===== src/rtl/pong_pkg.sv =====
// Shared encodings for the pong game controller: states, datapath modes,
// winner codes and the USB HID keycodes the controller reacts to.
package pong_pkg;

   typedef enum logic [2:0] {
      ST_TITLE = 3'b000,
      ST_PLAY  = 3'b001,
      ST_PAUSE = 3'b010,
      ST_WIN1  = 3'b011,
      ST_WIN2  = 3'b100
   } state_t;

   localparam logic [2:0] MODE_IDLE   = 3'b000;
   localparam logic [2:0] MODE_EASY   = 3'b001;
   localparam logic [2:0] MODE_MEDIUM = 3'b010;
   localparam logic [2:0] MODE_HARD   = 3'b011;
   localparam logic [2:0] MODE_AI     = 3'b100;

   localparam logic [1:0] WINNER_NONE = 2'b00;
   localparam logic [1:0] WINNER_P1   = 2'b01;
   localparam logic [1:0] WINNER_P2   = 2'b10;

   localparam logic [7:0] KEY_1     = 8'h1E;
   localparam logic [7:0] KEY_2     = 8'h1F;
   localparam logic [7:0] KEY_3     = 8'h20;
   localparam logic [7:0] KEY_A     = 8'h04;
   localparam logic [7:0] KEY_P     = 8'h13;
   localparam logic [7:0] KEY_ENTER = 8'h28;
   localparam logic [7:0] KEY_ESC   = 8'h29;

endpackage


===== src/rtl/pong_key_edge.sv =====
// Presence of one keycode in the four-slot HID report and its rising edge.
// History resets to 1 so a key held through reset does not fire.
module pong_key_edge #(
   parameter logic [7:0] CODE = 8'h00
) (
   input  logic        frame_clk,
   input  logic        Reset,
   input  logic [31:0] keycode,
   input  logic        valid,
   output logic        rise
);

   logic present;
   logic prev_q;

   always_comb begin
      present = 1'b0;
      for (int unsigned i = 0; i < 4; i++) begin
         if (keycode[i*8 +: 8] == CODE) present = 1'b1;
      end
      present = present & valid;
   end

   always_ff @(posedge frame_clk or posedge Reset) begin
      if (Reset) prev_q <= 1'b1;
      else       prev_q <= present;
   end

   assign rise = present & ~prev_q;

endmodule


===== src/rtl/pong_game_ctrl.sv =====
// Pong match controller: title/play/pause/win sequencing from keyboard edges
// and datapath scores, with registered mode, run enable and frame counter.
module pong_game_ctrl
   import pong_pkg::*;
#(
   parameter int unsigned WIN_SCORE   = 7,
   parameter int unsigned HOLD_FRAMES = 180
) (
   input  logic        frame_clk,
   input  logic        Reset,
   input  logic [31:0] keycode,
   input  logic        valid,
   input  logic [8:0]  Score1,
   input  logic [8:0]  Score2,
   output logic [2:0]  Mode,
   output logic        run_en,
   output logic [2:0]  state_o,
   output logic [1:0]  winner,
   output logic [15:0] play_frames
);

   localparam int unsigned HW = (HOLD_FRAMES > 2) ? $clog2(HOLD_FRAMES) : 1;

   logic k1, k2, k3, ka, kp, kent, kesc;

   pong_key_edge #(.CODE(KEY_1)) u_key_1 (
      .frame_clk(frame_clk), .Reset(Reset), .keycode(keycode), .valid(valid), .rise(k1));
   pong_key_edge #(.CODE(KEY_2)) u_key_2 (
      .frame_clk(frame_clk), .Reset(Reset), .keycode(keycode), .valid(valid), .rise(k2));
   pong_key_edge #(.CODE(KEY_3)) u_key_3 (
      .frame_clk(frame_clk), .Reset(Reset), .keycode(keycode), .valid(valid), .rise(k3));
   pong_key_edge #(.CODE(KEY_A)) u_key_a (
      .frame_clk(frame_clk), .Reset(Reset), .keycode(keycode), .valid(valid), .rise(ka));
   pong_key_edge #(.CODE(KEY_P)) u_key_p (
      .frame_clk(frame_clk), .Reset(Reset), .keycode(keycode), .valid(valid), .rise(kp));
   pong_key_edge #(.CODE(KEY_ENTER)) u_key_enter (
      .frame_clk(frame_clk), .Reset(Reset), .keycode(keycode), .valid(valid), .rise(kent));
   pong_key_edge #(.CODE(KEY_ESC)) u_key_esc (
      .frame_clk(frame_clk), .Reset(Reset), .keycode(keycode), .valid(valid), .rise(kesc));

   state_t          state_q, state_n;
   logic [2:0]      diff_q, diff_n;
   logic [1:0]      winner_q, winner_n;
   logic [HW-1:0]   hold_q, hold_n;
   logic [15:0]     frames_q, frames_n;
   logic [2:0]      mode_q, mode_n;
   logic            run_q, run_n;

   always_ff @(posedge frame_clk or posedge Reset) begin
      if (Reset) begin
         state_q  <= ST_TITLE;
         diff_q   <= MODE_EASY;
         winner_q <= WINNER_NONE;
         hold_q   <= '0;
         frames_q <= '0;
         mode_q   <= MODE_IDLE;
         run_q    <= 1'b0;
      end else begin
         state_q  <= state_n;
         diff_q   <= diff_n;
         winner_q <= winner_n;
         hold_q   <= hold_n;
         frames_q <= frames_n;
         mode_q   <= mode_n;
         run_q    <= run_n;
      end
   end

   always_comb begin
      state_n  = state_q;
      diff_n   = diff_q;
      winner_n = winner_q;
      hold_n   = hold_q;
      frames_n = frames_q;

      // A frame spent in PLAY counts even when it is the one that leaves PLAY.
      if (state_q == ST_PLAY && frames_q != '1) frames_n = frames_q + 16'd1;

      case (state_q)
         ST_TITLE: begin
            if (k1 | k2 | k3 | ka) begin
               if (k1)      diff_n = MODE_EASY;
               else if (k2) diff_n = MODE_MEDIUM;
               else if (k3) diff_n = MODE_HARD;
               else         diff_n = MODE_AI;
               frames_n = '0;
               winner_n = WINNER_NONE;
               state_n  = ST_PLAY;
            end
         end
         ST_PLAY: begin
            if (Score1 >= 9'(WIN_SCORE)) begin
               state_n  = ST_WIN1;
               winner_n = WINNER_P1;
               hold_n   = HW'(HOLD_FRAMES - 1);
            end else if (Score2 >= 9'(WIN_SCORE)) begin
               state_n  = ST_WIN2;
               winner_n = WINNER_P2;
               hold_n   = HW'(HOLD_FRAMES - 1);
            end else if (kesc) begin
               state_n = ST_TITLE;
            end else if (kp) begin
               state_n = ST_PAUSE;
            end
         end
         ST_PAUSE: begin
            if (kesc)    state_n = ST_TITLE;
            else if (kp) state_n = ST_PLAY;
         end
         ST_WIN1, ST_WIN2: begin
            if (hold_q == '0 || kent) state_n = ST_TITLE;
            else                      hold_n  = hold_q - HW'(1);
         end
         default: state_n = ST_TITLE;
      endcase

      mode_n = (state_n == ST_PLAY || state_n == ST_PAUSE) ? diff_n : MODE_IDLE;
      run_n  = (state_n == ST_PLAY);
   end

   assign Mode        = mode_q;
   assign run_en      = run_q;
   assign state_o     = state_q;
   assign winner      = winner_q;
   assign play_frames = frames_q;

endmodule


===== config.mk =====
export PLATFORM = sky130hd
export DESIGN_NAME = pong_game_ctrl
export DESIGN_NICKNAME = d
export VERILOG_FILES = /design/src/rtl/pong_pkg.sv /design/src/rtl/pong_key_edge.sv /design/src/rtl/pong_game_ctrl.sv
export SDC_FILE = /design/constraint.sdc
export NUM_CORES = 1
export LEC_CHECK = 0
export ABC_CLOCK_PERIOD_IN_PS = 3300
export BUFFER_PORTS_ARGS = -buffer_cell sky130_fd_sc_hd__clkbuf_2
export CAP_MARGIN = 25
export CELL_PAD_IN_SITES_DETAIL_PLACEMENT = 1
export CELL_PAD_IN_SITES_GLOBAL_PLACEMENT = 1
export CORE_ASPECT_RATIO = 1.1
export CORE_MARGIN = 1
export CORE_UTILIZATION = 35
export DETAILED_ROUTE_END_ITERATION = 12
export GPL_TIMING_DRIVEN = 0
export PLACE_DENSITY_LB_ADDON = 0.1
export SYNTH_ARGS = -nofsm -noshare
export SYNTH_HDL_FRONTEND = slang
export SYNTH_SLANG_ARGS = --single-unit

===== constraint.sdc =====
create_clock -name frame_clk -period 3.3 [get_ports frame_clk]
set_input_delay 0.66 -clock frame_clk [delete_from_list [all_inputs] [get_ports frame_clk]]
set_output_delay 0.66 -clock frame_clk [all_outputs]
set_load 0.05 [all_outputs]

==> impl_metrics.json <==
{
  "drt-pass1-iter-count": 4,
  "cts_tree": "built",
  "crit_required_ps": 3480,
  "place.port_buffers": 77,
  "grt_usage_pct": 18.6,
  "end_kind": "flip-flop",
  "dpl_cell_area_um2": 3330,
  "nNetsFinal": 423,
  "synth_edf_count": 0,
  "htreeDepth": 2,
  "cts-buffers-inserted": 5,
  "vias": 2564,
  "min_path_type": "in -> async",
  "ys_seq_area_share_pct": 38.9,
  "synth_nets": 338,
  "status": "complete, no violations",
  "core_area_um2": 7600,
  "slew_headroom_pct": 43.4,
  "cts_root_buffer": "clkbuf_8",
  "drt_iter0_drc": 65,
  "path_buf_inv": 2,
  "routedWlPerCell_um": 15.4,
  "final_area_um2": 3450,
  "multiInputGateArea_um2": 1640,
  "arrival_ps": 2510,
  "synth_cells": 282,
  "drc": 0,
  "clk_latency_ps": 290,
  "antenna_found_initial": 0,
  "crit_type": "in -> reg",
  "holdWs_ps": 254,
  "viasPerCell": 5.42,
  "chipHeight_um": 95.7,
  "fin_crit_sh_pct": 70.7,
  "p_leak_nw": 1.48,
  "vdd_ir_drop_max_mv": 0.186,
  "ys_warn_count": 0,
  "worst_slew_pin_slew_ps": 843,
  "gp_congestion": 0.779,
  "utilization_pct": 45.4,
  "layout-drive-gt1-share_pct": 32.1,
  "synth_flop_cell": "dfrtp_1",
  "grt_max_degree": 37,
  "cts_hold_buf": 0,
  "synth.cell_area_um2": 2790,
  "syn_to_final_growth_pct": 23.4,
  "drt_wl_total_mm": 7.30,
  "worst_setup_path_start_kind": "input pin",
  "clk_pin_slew_ps": 80,
  "critPathSlowestCell": "nor4b_1",
  "num-fill-cells": 929,
  "crit_chain": "clkbuf_2 > nor4b_1 > a22oi_1 > a211oi_2 > o21a_4 > buf_2 > nor2_1",
  "die_x_um": 87.2,
  "final.min_clock_period_ps": 2330,
  "fmax_mhz": 429,
  "cp_slowest_stage_delay_ps": 560,
  "grt_pass1_vias": 2607,
  "setup_tns_ps": 0,
  "cts_resized": 0,
  "avgSynthCellArea_um2": 9.90,
  "power.density_nw_per_um2": 730,
  "grt_pass1_wl_mm": 12.1,
  "fin_skew_ps": 7.29,
  "worstPathMaxFanout": 10,
  "place_hpwl_mm": 5.89,
  "max_cap_violations": 0,
  "drtAntennaViolNets": 0,
  "clkSinkCount": 43,
  "core.rowCount": 33,
  "ys_seq_elements": 43,
  "post_cts_buffers": 0,
  "synth_cell_type_count": 66,
  "diodes": 0,
  "io_pins": 78,
  "finalHoldViolCount": 0,
  "cts_max_path_buffers": 2,
  "seq_area_um2": 1090,
  "die_area_um2": 8340,
  "synth_async_sr_flop_share_pct": 100,
  "cpLargestDelayFamily": "compound AO/OA/AOI/OAI gates",
  "rsz0062_at_grt": "false",
  "gr-total-overflow": 0,
  "drv_slew": 0,
  "setup_viol": 0,
  "initial_core_util_pct": 36.7
}
==> logic make-up (layout without fill, tap and decap cells) <==
group                      after synthesis  in the layout  synth area share [%]
xor gates and xnor gates                18             18                  5.65
buffers and inverters                   14            100                  2.20
DFF                                     43             43                  38.9
AOI/OAI and AO/OA                       60             60                  18.7
muxes                                    3              3                  1.08
adders and majority gates                3              3                  1.34
and+or+nand+nor                        141            141                  32.1
==> cell type report <==
cell class | count | share of cell area (%)
plain buffers | 4 | 0.690
clock buffers | 6 | 2.40
clock inverters | 2 | 1.02
inverters | 10 | 1.09
multi-input cells | 225 | 47.7
flip-flops and latches | 43 | 31.5
well taps | 105 | 3.81
repair buffers | 78 | 11.8
==> cells in the final DEF (no fill, tap or decap), types with 4 or more instances in the layout <==
cell      count
nor3_1        6
nand4b_1      4
dfrtp_1      35
nand3_1      16
nand4_1       8
nor4_1       10
o211a_1       4
and3_1       11
o21ai_0       5
xor2_1       12
a21oi_1      10
and4_1        4
nand2_1      16
nor2_1       29
inv_1         8
nor4b_1       6
xnor2_1       6
clkbuf_2     77
nor4b_2       5
and2_1        4
clkbuf_8      6
dfstp_2       8
o21ai_1       4
==> routing by layer <==
metal  track usage, %  up-vias  routed length (um)
li1                 -     1255                   -
met4             4.10        0                  37
met3             3.03        2                 276
met2             34.6       64                3670
met1             22.5     1243                3310
met5                0        -                   0
==> synthesized netlist by cell type (4+ instances only) <==
cell type | instances | area share [%]
and2_1 | 4 | 0.90
nand3_1 | 16 | 2.9
nand4_1 | 8 | 1.8
a21oi_1 | 10 | 1.8
nand2_1 | 16 | 2.2
and4_1 | 4 | 1.3
xor2_1 | 12 | 3.8
nor4b_1 | 6 | 1.9
dfstp_2 | 8 | 7.5
and3_1 | 11 | 2.5
o21ai_1 | 4 | 0.72
inv_1 | 9 | 1.2
nor2_1 | 29 | 3.9
o211a_1 | 4 | 1.4
o21ai_0 | 5 | 0.90
dfrtp_1 | 35 | 31
xnor2_1 | 6 | 1.9
nor3_1 | 6 | 1.1
nor4_1 | 10 | 2.2
nor4b_2 | 5 | 2.7
nand4b_1 | 4 | 1.3
==> state kept, by name (all words and copies together) (netlist names) <==
signal and count:
winner 2, u_key_2.prev_q 1, play_frames 16, u_key_1.prev_q 1
u_key_esc.prev_q 1, u_key_a.prev_q 1, u_key_enter.prev_q 1, state_o 3
hold_q 8, Mode 3, run_en 1, u_key_3.prev_q 1
diff_q 3, u_key_p.prev_q 1
==> stage by stage <==
stage          worst slack [ps]  cells  power [mW]
2_1_floorplan              1130    282        1.77
3_3_place_gp                657    464        2.08
3_5_place_dp                656    465        2.11
4_1_cts                     953    473        2.55
5_1_grt                     770    473        2.69
6_report                    966    473        2.52
==> where the power goes <==
part           internal, mW  switching, mW
Clock                 0.245          0.186
Combinational         0.339          0.851
Sequential            0.713          0.183
Total                  1.30           1.22
==> final timing paths <==
kind	endpoint	from	slack [ps]	depth (start not counted)
worst max-delay path	play_frames[11]	keycode[21]	970	7
worst min-delay path	state_o[2]	Reset	250	2
worst max register to register	play_frames[5]	state_o[0]	1260	6
worst min register to register	winner[1]	winner[1]	520	2
max in group asynchronous	diff_q[0]	Reset	2530	3
min in group frame_clk	winner[1]	winner[1]	520	2
Power figures use the tool's default switching activity.
